===== config.mk =====
export PLATFORM = sky130hd
export DESIGN_NAME = if_id_latch
export DESIGN_NICKNAME = d
export VERILOG_FILES = /design/src/rtl/if_id_latch.sv
export SDC_FILE = /design/constraint.sdc
export NUM_CORES = 1
export LEC_CHECK = 0
export CORE_ASPECT_RATIO = 1.4
export CORE_UTILIZATION = 30
export DETAILED_ROUTE_END_ITERATION = 6
export HOLD_SLACK_MARGIN = 0.05
export PLACE_DENSITY = 0.65
export SLEW_MARGIN = 20
export SYNTH_ARGS = -nofsm -noshare
export SYNTH_HDL_FRONTEND = slang
export SYNTH_SLANG_ARGS = --single-unit

===== constraint.sdc =====
create_clock -name clk -period 4.55 [get_ports clk]
set_clock_uncertainty 0.1 [all_clocks]
set_input_delay 0.6825 -clock clk [delete_from_list [all_inputs] [get_ports clk]]
set_output_delay 0.6825 -clock clk [all_outputs]
set_load 0.02 [all_outputs]

===== src/rtl/if_id_latch.sv =====
// IF/ID pipeline boundary register: stall hold, flush-to-NOP, post-reset warm-up, pending interrupt.
// Optional performance counters are enabled by defining IFID_PERF_EN.
module if_id_latch #(
    parameter logic [31:0] NOP_INSTR     = 32'h0000_0000,
    parameter int          WARMUP_CYCLES = 1,
    parameter int          CNT_W         = 16
) (
    input  logic             clk,
    input  logic             rst,
    input  logic             stall,
    input  logic             flush_in,
    input  logic             flush,
    input  logic [31:0]      pc_plus_4,
    input  logic [31:0]      mem_rdata,
    input  logic             interrupt,
    output logic [31:0]      id_instr,
    output logic [31:0]      id_pc_plus_4,
    output logic             id_interrupt,
    output logic             id_valid,
    output logic             int_pending,
    output logic [CNT_W-1:0] stall_cnt,
    output logic [CNT_W-1:0] flush_cnt
);

    // state | meaning
    // WARM  | memory read data not yet trusted, bubbles loaded
    // RUN   | normal capture
    // HOLD  | stalled, id_* frozen
    typedef enum logic [1:0] {
        ST_WARM = 2'd0,
        ST_RUN  = 2'd1,
        ST_HOLD = 2'd2
    } state_t;

    state_t      state_q, state_d;
    logic [2:0]  warm_cnt_q, warm_cnt_d;
    logic [31:0] instr_q, instr_d;
    logic [31:0] pc_q, pc_d;
    logic        intr_q, intr_d;
    logic        valid_q, valid_d;
    logic        pend_q, pend_d;
    logic        kill;
    logic        active;

    assign kill   = flush | flush_in;
    assign active = (state_q == ST_RUN) || (state_q == ST_HOLD);

    always_comb begin
        state_d    = state_q;
        warm_cnt_d = warm_cnt_q;
        instr_d    = instr_q;
        pc_d       = pc_q;
        intr_d     = intr_q;
        valid_d    = valid_q;
        pend_d     = pend_q;
        case (state_q)
            ST_WARM: begin
                instr_d = NOP_INSTR;
                valid_d = 1'b0;
                intr_d  = 1'b0;
                if (warm_cnt_q <= 3'd1) begin
                    warm_cnt_d = 3'd0;
                    state_d    = ST_RUN;
                end else begin
                    warm_cnt_d = warm_cnt_q - 3'd1;
                end
            end
            ST_RUN, ST_HOLD: begin
                if (kill) begin
                    instr_d = NOP_INSTR;
                    valid_d = 1'b0;
                    intr_d  = 1'b0;
                    state_d = ST_RUN;
                end else if (stall) begin
                    // a pulse arriving while frozen must not be lost
                    if (interrupt) pend_d = 1'b1;
                    state_d = ST_HOLD;
                end else begin
                    instr_d = mem_rdata;
                    pc_d    = pc_plus_4;
                    valid_d = 1'b1;
                    intr_d  = interrupt | pend_q;
                    pend_d  = 1'b0;
                    state_d = ST_RUN;
                end
            end
            default: begin
                state_d    = ST_WARM;
                warm_cnt_d = 3'(WARMUP_CYCLES);
            end
        endcase
    end

    always_ff @(posedge clk or posedge rst) begin
        if (rst) begin
            state_q    <= ST_WARM;
            warm_cnt_q <= 3'(WARMUP_CYCLES);
            instr_q    <= NOP_INSTR;
            pc_q       <= 32'h0;
            intr_q     <= 1'b0;
            valid_q    <= 1'b0;
            pend_q     <= 1'b0;
        end else begin
            state_q    <= state_d;
            warm_cnt_q <= warm_cnt_d;
            instr_q    <= instr_d;
            pc_q       <= pc_d;
            intr_q     <= intr_d;
            valid_q    <= valid_d;
            pend_q     <= pend_d;
        end
    end

    assign id_instr     = instr_q;
    assign id_pc_plus_4 = pc_q;
    assign id_interrupt = intr_q;
    assign id_valid     = valid_q;
    assign int_pending  = pend_q;

`ifdef IFID_PERF_EN
    logic [CNT_W-1:0] stall_cnt_q, stall_cnt_d;
    logic [CNT_W-1:0] flush_cnt_q, flush_cnt_d;

    // both counters saturate at all-ones
    always_comb begin
        stall_cnt_d = stall_cnt_q;
        flush_cnt_d = flush_cnt_q;
        if (active && kill && (flush_cnt_q != {CNT_W{1'b1}}))
            flush_cnt_d = flush_cnt_q + 1'b1;
        if (active && !kill && stall && (stall_cnt_q != {CNT_W{1'b1}}))
            stall_cnt_d = stall_cnt_q + 1'b1;
    end

    always_ff @(posedge clk or posedge rst) begin
        if (rst) begin
            stall_cnt_q <= '0;
            flush_cnt_q <= '0;
        end else begin
            stall_cnt_q <= stall_cnt_d;
            flush_cnt_q <= flush_cnt_d;
        end
    end

    assign stall_cnt = stall_cnt_q;
    assign flush_cnt = flush_cnt_q;
`else
    logic unused_active;
    assign unused_active = active;
    assign stall_cnt     = '0;
    assign flush_cnt     = '0;
`endif

endmodule

==> results.ini <==
[outcome]
status=finished, final reports clean

[yosys]
ys_ff_latch=72
syn_area_mm2=0.003030
synth_top_area_cell=dfrtp_1
yosys-top-cells-area=dfrtp_1 (59%), a22o_1 (9.0%), buf_4 (8.4%)
yosysUniqueCellTypes=27
synth_warnings=0
synth_edf_count=0
async_reset_ff_share_pct=100.0
synth_top_area_share_pct=58.63
synthesis.instances=221
synth_seq_area_share_pct=59.50
avgSynthCellArea_um2=13.71
yosysMostFrequentCell=dfrtp_1
synth_common_cells=dfrtp_1 (71), buf_4 (34), a22o_1 (31)
synthFlopType=dfrtp_1

[critical_path]
crit_path_start_kind=flop
cp-endpoint=id_pc_plus_4[5]
crit_fanout=34
r2r_slack_ps=1750
r2r-end=id_pc_plus_4[5]
rr_startpoint=state_q[0]
startpoint=state_q[0]
endpoint_kind=flop
arrival_ps=2900
ff2ff_path_depth=6
required_ps=4650
critical_path_class=reg -> reg

[job]
drv_cap=0

[floorplan]
die_x_um=86.94
row_count=43
io_pins=169
fp.coreArea_mm2=0.009846
die_h_um=120.9
initial_core_util_pct=30.78
die_area_mm2=0.01051

[hold_path]
min_path_cells=1
hp-class=reg -> reg

[sta]
fin_hold_ws_ps=382.1
rsz0062_at_grt=no
post-route-min-period_ps=2797
slew_headroom_pct=48.97
drv_slew=0
fin_crit_sh_pct=61.48
fmax_ghz=0.3575
finalHoldViolations=0
setup_viol=0
layout_setup_ws_ps=1753
finalSetupTns_ps=0
tightest_slew_ps=765.4

[clock_network]
clk_latency_ps=320
post-cts-setup-buffers=0
cts.clk_slew.worst_paths_ps=50
clockBufferDepth=2
cts-root-buf=clkbuf_16
cts-resized-gates=0
cts_tree=yes
cts_htree_levels=3
holdBufCountCts=0
clkSinkCount=72
cts_inserted_buffers=9

[cells_and_area]
area_growth_pct=55.95
final_core_util_pct=48.00
num_antenna_cells=0
fin_cells=499
drive_gt1_share_pct=10.71
nets=433

[place]
port_buffers=136
placed_cells=483
dp_slack_ps=1470
globalplace.congestion=0.6878
dp_hpwl_um=5122

[route]
drc=0
drt_iter0_markers=65
vias_per_cell=4.299
vias=2145
routed_wirelength_um=6924
antenna_left=0
wl_per_cell_um=13.88
drt-pass1-iter-count=6

[grt]
overflow=0
grt_pass1_wl_um=10650
grt_pass1_vias=2071
grt_start_max_net_pins=40
grt_usage_pct=13.65
antenna_found_initial=0

[power_and_ir_drop]
peakVddDrop_uv=312.4
leakagePower_uw=0.002085
power_density_mw_per_mm2=592.7

## worst min-delay path by stage
stage / startpoint / end / slack (ps)
final: id_pc_plus_4[0] / id_pc_plus_4[0] / 380
after global routing: id_pc_plus_4[0] / id_pc_plus_4[0] / 400
after CTS: id_pc_plus_4[0] / id_pc_plus_4[0] / 390
after detailed placement: id_pc_plus_4[1] / id_pc_plus_4[1] / 380
after global placement: id_valid / id_valid / 360
after floorplan: warm_cnt_q[1] / warm_cnt_q[1] / 390
## cell usage in the layout (no fill, tap or decap), types with 5 or more instances in the layout
cell type        instances
clkbuf_16                9
nor2_1                   5
clkdlybuf4s50_1        136
dfrtp_1                 71
a22o_1                  31
inv_1                    7
conb_1                  32
mux2_2                  15
mux2_1                  17
nand2_1                  5
## power by group
group          leakage (uW)  switching [uW]  internal [uW]
Combinational       0.00100             563            558
Sequential         0.000923             107            849
Clock              0.000159             242            483
## worst max-delay path, stage by stage (launching register included)
cell	delay [ps]
dfrtp_1	370
inv_1	50
ha_1	460
nor3b_4	340
and2b_2	700
buf_12	270
mux2_1	350
## final cells by class
| class | instances | area, um2 |
|---|---|---|
| Multi-Input combinational cell | 129 | 1008 |
| Clock buffer | 14 | 284.0 |
| Tap cell | 135 | 168.9 |
| Clock inverter | 2 | 35.03 |
| Inverter | 8 | 30.03 |
| Sequential cell | 72 | 1803 |
| Fill cell | 900 | 5120 |
| Timing Repair Buffer | 139 | 1396 |
## sequential cells by signal, summed over array words and instances, names as in the netlist
signal,count
id_interrupt,1
id_instr,32
id_valid,1
id_pc_plus_4,32
warm_cnt_q,3
int_pending,1
state_q,2
## routing by layer
| metal | track usage (%) | part of all wire (%) |
|---|---|---|
| met2 | 22.79 | 51 |
| met4 | 6.563 | 2.1 |
| met3 | 4.082 | 7.0 |
| met1 | 15.80 | 40 |
| met5 | 0 | 0 |
## per-stage QoR
stage	instance area (um2)	power [uW]
after floorplan	3147	1578
after global placement	4407	2085
after detailed placement	4407	2106
after CTS	4726	2847
after global routing	4726	2957
final	4726	2801
## logic make-up after synthesis
group           count (synthesis)  share of synthesized area, %
other cells                     1                        0.1237
fa+ha+maj                       4                         1.652
simple gates                   14                         2.519
buf+inv                        51                         11.31
mux                            35                         12.88
flops                          72                         59.50
compound gates                 44                         12.02
Note: power is estimated with default switching activity, not from simulation.
